--- config.mk ---
export PLATFORM = sky130hd
export DESIGN_NAME = pc_sequencer_flat
export DESIGN_NICKNAME = d
export VERILOG_FILES = /design/src/rtl/pc_sequencer_if.sv /design/src/rtl/pc_sequencer.sv /design/src/flat_wrapper.sv
export SDC_FILE = /design/constraint.sdc
export NUM_CORES = 1
export LEC_CHECK = 0
export ABC_AREA = 1
export CAP_MARGIN = 20
export CORE_ASPECT_RATIO = 0.5
export CORE_UTILIZATION = 43
export DETAILED_ROUTE_END_ITERATION = 12
export DONT_BUFFER_PORTS = 1
export PLACE_DENSITY = 0.64
export RECOVER_POWER = 50
export SKIP_CTS_REPAIR_TIMING = 1
export SYNTH_ARGS = -nofsm -noshare
export SYNTH_HDL_FRONTEND = slang
export SYNTH_SLANG_ARGS = --single-unit
--- constraint.sdc ---
create_clock -name clk -period 5.1 [get_ports clk]
set_input_delay 0.51 -clock clk [delete_from_list [all_inputs] [get_ports clk]]
set_output_delay 0.51 -clock clk [all_outputs]
set_load 0.01 [all_outputs]
--- src/rtl/pc_sequencer_if.sv ---
// Fetch-PC sequencer bus: hazard/EX-side controls in, fetch address,
// flush strobes and trap bookkeeping out.
interface pc_sequencer_if;
  logic        stall;
  logic        branch_taken;
  logic [31:0] branch_target;
  logic        trap_req;
  logic [31:0] ex_pc;
  logic [31:0] PC;
  logic        pc_valid;
  logic        flush_IF_ID;
  logic        flush_ID_EX;
  logic [31:0] epc;
  logic [1:0]  cause;

  // Pipeline side: hazard unit and EX resolver drive, fetch/pipe regs consume
  modport master (
    output stall, branch_taken, branch_target, trap_req, ex_pc,
    input  PC, pc_valid, flush_IF_ID, flush_ID_EX, epc, cause
  );

  // Sequencer side
  modport slave (
    input  stall, branch_taken, branch_target, trap_req, ex_pc,
    output PC, pc_valid, flush_IF_ID, flush_ID_EX, epc, cause
  );
endinterface

--- src/rtl/pc_sequencer.sv ---
// Fetch-PC controller for the 32-bit RISC-V pipeline.
// Owns the fetch PC, picks sequential / redirect / trap next-PC, honours
// load-use stalls and raises flush strobes for IF/ID and ID/EX.
// DRAIN_CYCLES must lie in 1..15 (4-bit drain counter).
module pc_sequencer #(
  parameter logic [31:0] RESET_VECTOR = 32'h0000_0000,
  parameter logic [31:0] TRAP_VECTOR  = 32'h0000_0100,
  parameter int unsigned DRAIN_CYCLES = 2
) (
  input logic           clk,
  input logic           rst,
  pc_sequencer_if.slave bus
);

  localparam logic [1:0] ST_BOOT       = 2'd0;
  localparam logic [1:0] ST_RUN        = 2'd1;
  localparam logic [1:0] ST_FLUSH      = 2'd2;
  localparam logic [1:0] ST_TRAP_DRAIN = 2'd3;

  localparam logic [1:0] CAUSE_NONE      = 2'd0;
  localparam logic [1:0] CAUSE_TRAP      = 2'd1;
  localparam logic [1:0] CAUSE_MISALIGN  = 2'd2;

  localparam logic [3:0] DRAIN_LOAD = 4'(DRAIN_CYCLES);

  logic [1:0]  state_q, state_d;
  logic [31:0] pc_q, pc_d;
  logic [31:0] epc_q, epc_d;
  logic [1:0]  cause_q, cause_d;
  logic [3:0]  drain_q, drain_d;

  logic        inRun;
  logic        targetMisaligned;
  logic        takeTrap;
  logic        takeMisalign;
  logic        takeBranch;
  logic [31:0] pcPlus4;

  // Decode the RUN-state redirect sources in priority order
  always_comb begin
    inRun            = (state_q == ST_RUN);
    targetMisaligned = (bus.branch_target[1:0] != 2'b00);
    takeTrap         = inRun && bus.trap_req;
    takeMisalign     = inRun && !bus.trap_req && bus.branch_taken && targetMisaligned;
    takeBranch       = inRun && !bus.trap_req && bus.branch_taken && !targetMisaligned;
    pcPlus4          = pc_q + 32'd4;
  end

  // Next-state, next-PC and trap bookkeeping
  always_comb begin
    state_d = state_q;
    pc_d    = pc_q;
    epc_d   = epc_q;
    cause_d = cause_q;
    drain_d = drain_q;

    case (state_q)
      ST_BOOT: begin
        state_d = ST_RUN;
      end

      ST_RUN: begin
        if (takeTrap || takeMisalign) begin
          pc_d    = TRAP_VECTOR;
          epc_d   = bus.ex_pc;
          cause_d = takeTrap ? CAUSE_TRAP : CAUSE_MISALIGN;
          drain_d = DRAIN_LOAD;
          state_d = ST_TRAP_DRAIN;
        end else if (takeBranch) begin
          pc_d    = bus.branch_target;
          state_d = ST_FLUSH;
        end else if (!bus.stall) begin
          pc_d = pcPlus4;
        end
      end

      ST_FLUSH: begin
        // EX holds a bubble here, so only the stall input matters
        if (!bus.stall) begin
          pc_d    = pcPlus4;
          state_d = ST_RUN;
        end
      end

      ST_TRAP_DRAIN: begin
        if (drain_q <= 4'd1) begin
          state_d = ST_RUN;
        end else begin
          drain_d = drain_q - 4'd1;
        end
      end

      default: begin
        state_d = ST_BOOT;
        pc_d    = RESET_VECTOR;
      end
    endcase
  end

  // Architectural registers with immediate asynchronous reset
  always_ff @(posedge clk or posedge rst) begin
    if (rst) begin
      state_q <= ST_BOOT;
      pc_q    <= RESET_VECTOR;
      epc_q   <= 32'd0;
      cause_q <= CAUSE_NONE;
      drain_q <= 4'd0;
    end else begin
      state_q <= state_d;
      pc_q    <= pc_d;
      epc_q   <= epc_d;
      cause_q <= cause_d;
      drain_q <= drain_d;
    end
  end

  // Flush strobes and fetch-valid derived from current state and inputs
  always_comb begin
    logic flushNow;
    flushNow = 1'b0;
    case (state_q)
      ST_BOOT:       flushNow = 1'b1;
      ST_RUN:        flushNow = bus.trap_req || bus.branch_taken;
      ST_FLUSH:      flushNow = 1'b0;
      ST_TRAP_DRAIN: flushNow = 1'b1;
      default:       flushNow = 1'b1;
    endcase
    bus.flush_IF_ID = rst || flushNow;
    bus.flush_ID_EX = rst || flushNow;
    bus.pc_valid    = !rst && ((state_q == ST_RUN) || (state_q == ST_FLUSH));
  end

  assign bus.PC    = pc_q;
  assign bus.epc   = epc_q;
  assign bus.cause = cause_q;

endmodule

--- src/flat_wrapper.sv ---
// flat-port wrapper written by rule: the top's interface ports become plain ports
module pc_sequencer_flat 
#(
  parameter logic [31:0] RESET_VECTOR = 32'h0000_0000,
  parameter logic [31:0] TRAP_VECTOR  = 32'h0000_0100,
  parameter int unsigned DRAIN_CYCLES = 2
)
  (clk, rst, bus_stall, bus_branch_taken, bus_branch_target, bus_trap_req, bus_ex_pc, bus_PC, bus_pc_valid, bus_flush_IF_ID, bus_flush_ID_EX, bus_epc, bus_cause);
  pc_sequencer_if bus_i ();
  input logic clk;
  input logic rst;
  input wire logic [$bits(bus_i.stall)-1:0] bus_stall;
  input wire logic [$bits(bus_i.branch_taken)-1:0] bus_branch_taken;
  input wire logic [$bits(bus_i.branch_target)-1:0] bus_branch_target;
  input wire logic [$bits(bus_i.trap_req)-1:0] bus_trap_req;
  input wire logic [$bits(bus_i.ex_pc)-1:0] bus_ex_pc;
  output wire logic [$bits(bus_i.PC)-1:0] bus_PC;
  output wire logic [$bits(bus_i.pc_valid)-1:0] bus_pc_valid;
  output wire logic [$bits(bus_i.flush_IF_ID)-1:0] bus_flush_IF_ID;
  output wire logic [$bits(bus_i.flush_ID_EX)-1:0] bus_flush_ID_EX;
  output wire logic [$bits(bus_i.epc)-1:0] bus_epc;
  output wire logic [$bits(bus_i.cause)-1:0] bus_cause;
  assign bus_i.stall = bus_stall;
  assign bus_i.branch_taken = bus_branch_taken;
  assign bus_i.branch_target = bus_branch_target;
  assign bus_i.trap_req = bus_trap_req;
  assign bus_i.ex_pc = bus_ex_pc;
  assign bus_PC = bus_i.PC;
  assign bus_pc_valid = bus_i.pc_valid;
  assign bus_flush_IF_ID = bus_i.flush_IF_ID;
  assign bus_flush_ID_EX = bus_i.flush_ID_EX;
  assign bus_epc = bus_i.epc;
  assign bus_cause = bus_i.cause;
  pc_sequencer #(.RESET_VECTOR(RESET_VECTOR), .TRAP_VECTOR(TRAP_VECTOR), .DRAIN_CYCLES(DRAIN_CYCLES)) u_core (.clk(clk), .rst(rst), .bus(bus_i));
endmodule
==> results.toml <==
[yosys]
syn-num-nets = 637
synth-seq-area-share = 0.443
syn-cell-area_mm2 = 0.00406
synthDistinctLibCells = 37
synth_top_area_cell = "dfrtp_1"
synthTopCellsByArea = "dfrtp_1 44%, nand2_1 20%, nor2_1 5.7%, inv_1 4.1%, o21ai_0 4.1%"
ys_ff_latch = 72
synth.avg_cell_area_um2 = 7.24
netlist_instances = 561
post-synth-top-area-fraction = 0.443
synth_warnings = 0

[clocking]
clkTransAtPathRegs_ns = 0.06
cts_tree = "yes"
numCtsBuffers = 9
cts.sinks = 72
cts-root-buf = "clkbuf_16"
cts_buffer_depth = 2
clk_latency_ns = 0.34
htree_levels = 3

[finish]
final_cells = 677
ff_latch_area_mm2 = 0.00180
antenna_cells = 0
multiInputGateArea_mm2 = 0.00197
final_util = 0.492
syn2layout_area_growth_pct = 8.47
drive_gt1_frac = 0.0661
final_nets = 631
nFillCells = 895

[pwr]
leakage_nw = 2.23
ir_drop_mv = 0.254
power_density_mw_per_mm2 = 591

[setup_path]
critical_path_class = "reg2out"
cp_cell_sequence = "inv_1 > ha_1 > clkinv_1 > o211ai_1"
r2r_slack_ns = 2.36
slowest_stage = "ha_1"
cp-start-kind = "register"
crit_fanout = 23
reg2regPathDepth = 9
arrival_ns = 2.99
worstReg2RegStart = "u_core.state_q[1]$_DFFE_PP0P_"
timing.rr.end = "u_core.bus.PC[0]$_DFFE_PP0P_"
critPathCaptureType = "output port"
max_stage_delay_ns = 0.85
required_ns = 4.59

[grt]
grt_pass1_vias = 3365
grt_util_all_layers = 0.217
grt_overflow = 0
grt_antenna_before_repair = 0
grt_max_degree = 45
grt_pass1_wl_mm = 16.8

[sta]
tightestPinTransition_ns = 2.19
max_freq_mhz = 285
finalSetupViolations = 0
rsz0062_at_grt = "false"
relSlewSlack = -0.462
hold_violations = 0
drv_slew = 41
min_period_over_period = 0.687
setup_tns_ns = 0
skew_ns = 0.00943
timing.final.crit_period_ns = 3.50

[drt]
drt_iter0_drc = 194
viasPerCell = 5.20
firstDrtPassIters = 4
antenna_left = 0
routedWlPerCell_um = 14.9
drc = 0
drt_wl_total_mm = 10.1
num_vias = 3523

[flow_run]
drv_cap = 1

[status]
status = "complete, but fails checks"
violations = "max-capacitance violations, max-slew violations"

[die]
core_mm2 = 0.00895
die_w_um = 139
die-area_mm2 = 0.00986
num_rows = 24
start_util = 0.454
die_h_um = 70.7
io_pins = 138

[worst_hold_path]
min_path_type = "in2reg"
min_from = "bus_ex_pc[11]"
hold_depth = 2
hold_end = "u_core.bus.epc[11]$_DFFE_PP0P_"

[placed_design]
hpwl_mm = 7.25
place_congestion = 0.861
dp_cells = 661
portBuffers = 0
==> synthesized netlist by cell type (all sizes together) <==
master and instances:
a21o 1, o21a 3, o21ai 39, nor3 7, a211o 1, o31ai 1
xnor2 2, xor2 3, nor2 70, nand2 216, dfrtp 72, nand3 32
and3 1, a21oi 14, or2 1, clkinv 1, a22oi 1, o211ai 6
nand4 10, clkbuf 9, buf 10, inv 47, ha 7, nand3b 2
o22ai 5
==> layer usage <==
metal,wire length (um),share of wire,GRT usage,vias to the layer above
li1,-,-,-,1778
met1,4800,0.48,0.295,1597
met2,4350,0.43,0.336,136
met3,827,0.082,0.0670,12
met4,126,0.012,0.0605,0
met5,0,0,0,-
==> worst max-delay path by stage <==
| stage | startpoint | end |
|---|---|---|
| after global placement | u_core.state_q[0]$_DFFE_PP0P_ | bus_flush_IF_ID |
| after floorplan | rst | bus_flush_IF_ID |
| after global routing | rst | u_core.bus.epc[22]$_DFFE_PP0P_ |
| final | u_core.state_q[0]$_DFFE_PP0P_ | bus_flush_IF_ID |
| after detailed placement | u_core.state_q[0]$_DFFE_PP0P_ | bus_flush_IF_ID |
| after CTS | u_core.state_q[0]$_DFFE_PP0P_ | bus_flush_IF_ID |
==> flip-flops by register name, indices dropped and copies added (netlist names) <==
name	flops
u_core.bus.PC	32
u_core.bus.epc	32
u_core.bus.cause	2
u_core.state_q	2
u_core.drain_q	4
==> final cells by class <==
class                           count  area share
Clock buffer                       10      0.0542
Clock inverter                      6      0.0116
Inverter                           48      0.0415
Multi-Input combinational cell    422       0.448
Sequential cell                    72       0.409
Tap cell                          117      0.0332
Timing Repair Buffer                2     0.00256
==> where the power goes <==
| group | switching, W | internal (W) | leakage [nW] | total, W |
|---|---|---|---|---|
| logic | 0.000625 | 0.000294 | 1.18 | 0.000919 |
| registers | 0.000289 | 0.000783 | 0.917 | 0.00107 |
| clock network | 0.000264 | 0.000350 | 0.140 | 0.000614 |
| total | 0.00118 | 0.00143 | 2.23 | 0.00260 |
==> per-stage QoR <==
stage / worst slack [ns] / hold slack (ns) / area, um2 / power (W)
2_1_floorplan: 1.84 / 0.469 / 4060 / 0.00180
3_3_place_gp: 1.99 / 0.490 / 4120 / 0.00198
3_5_place_dp: 1.90 / 0.506 / 4120 / 0.00201
4_1_cts: 1.52 / 0.194 / 4410 / 0.00263
5_1_grt: 1.28 / 0.276 / 4410 / 0.00282
6_report: 1.60 / 0.278 / 4410 / 0.00260
==> critical path, delay by kind of cell (launching register included) <==
kind	cells	cell delay [ns]
adder cells (fa/ha/maj)	1	0.85
buffers and inverters	2	0.77
AO/OA/AOI/OAI	1	0.62
flip-flops	1	0.42
==> cell families after synthesis <==
family                   Yosys count  share of synthesized area
AO/OA/AOI/OAI                     71                      0.100
XOR/XNOR                           5                     0.0108
adder cells (fa/ha/maj)            7                     0.0216
buffers and inverters             67                     0.0705
flip-flops                        72                      0.443
AND/OR/NAND/NOR                  339                      0.353
==> layout by cell type, fill, tap and decap left out, drive strengths merged, types with 2 or more instances in the layout <==
master / instances
ha: 7
dfrtp: 72
nand4: 10
clkbuf: 11
a21oi: 14
nor3: 7
o21a: 3
clkinv: 3
nor2: 70
o21ai: 39
nand3b: 2
o211ai: 6
nand3: 32
xnor2: 2
nand2: 216
inv: 50
o22ai: 5
xor2: 3
Power figures use the tool's default switching activity.
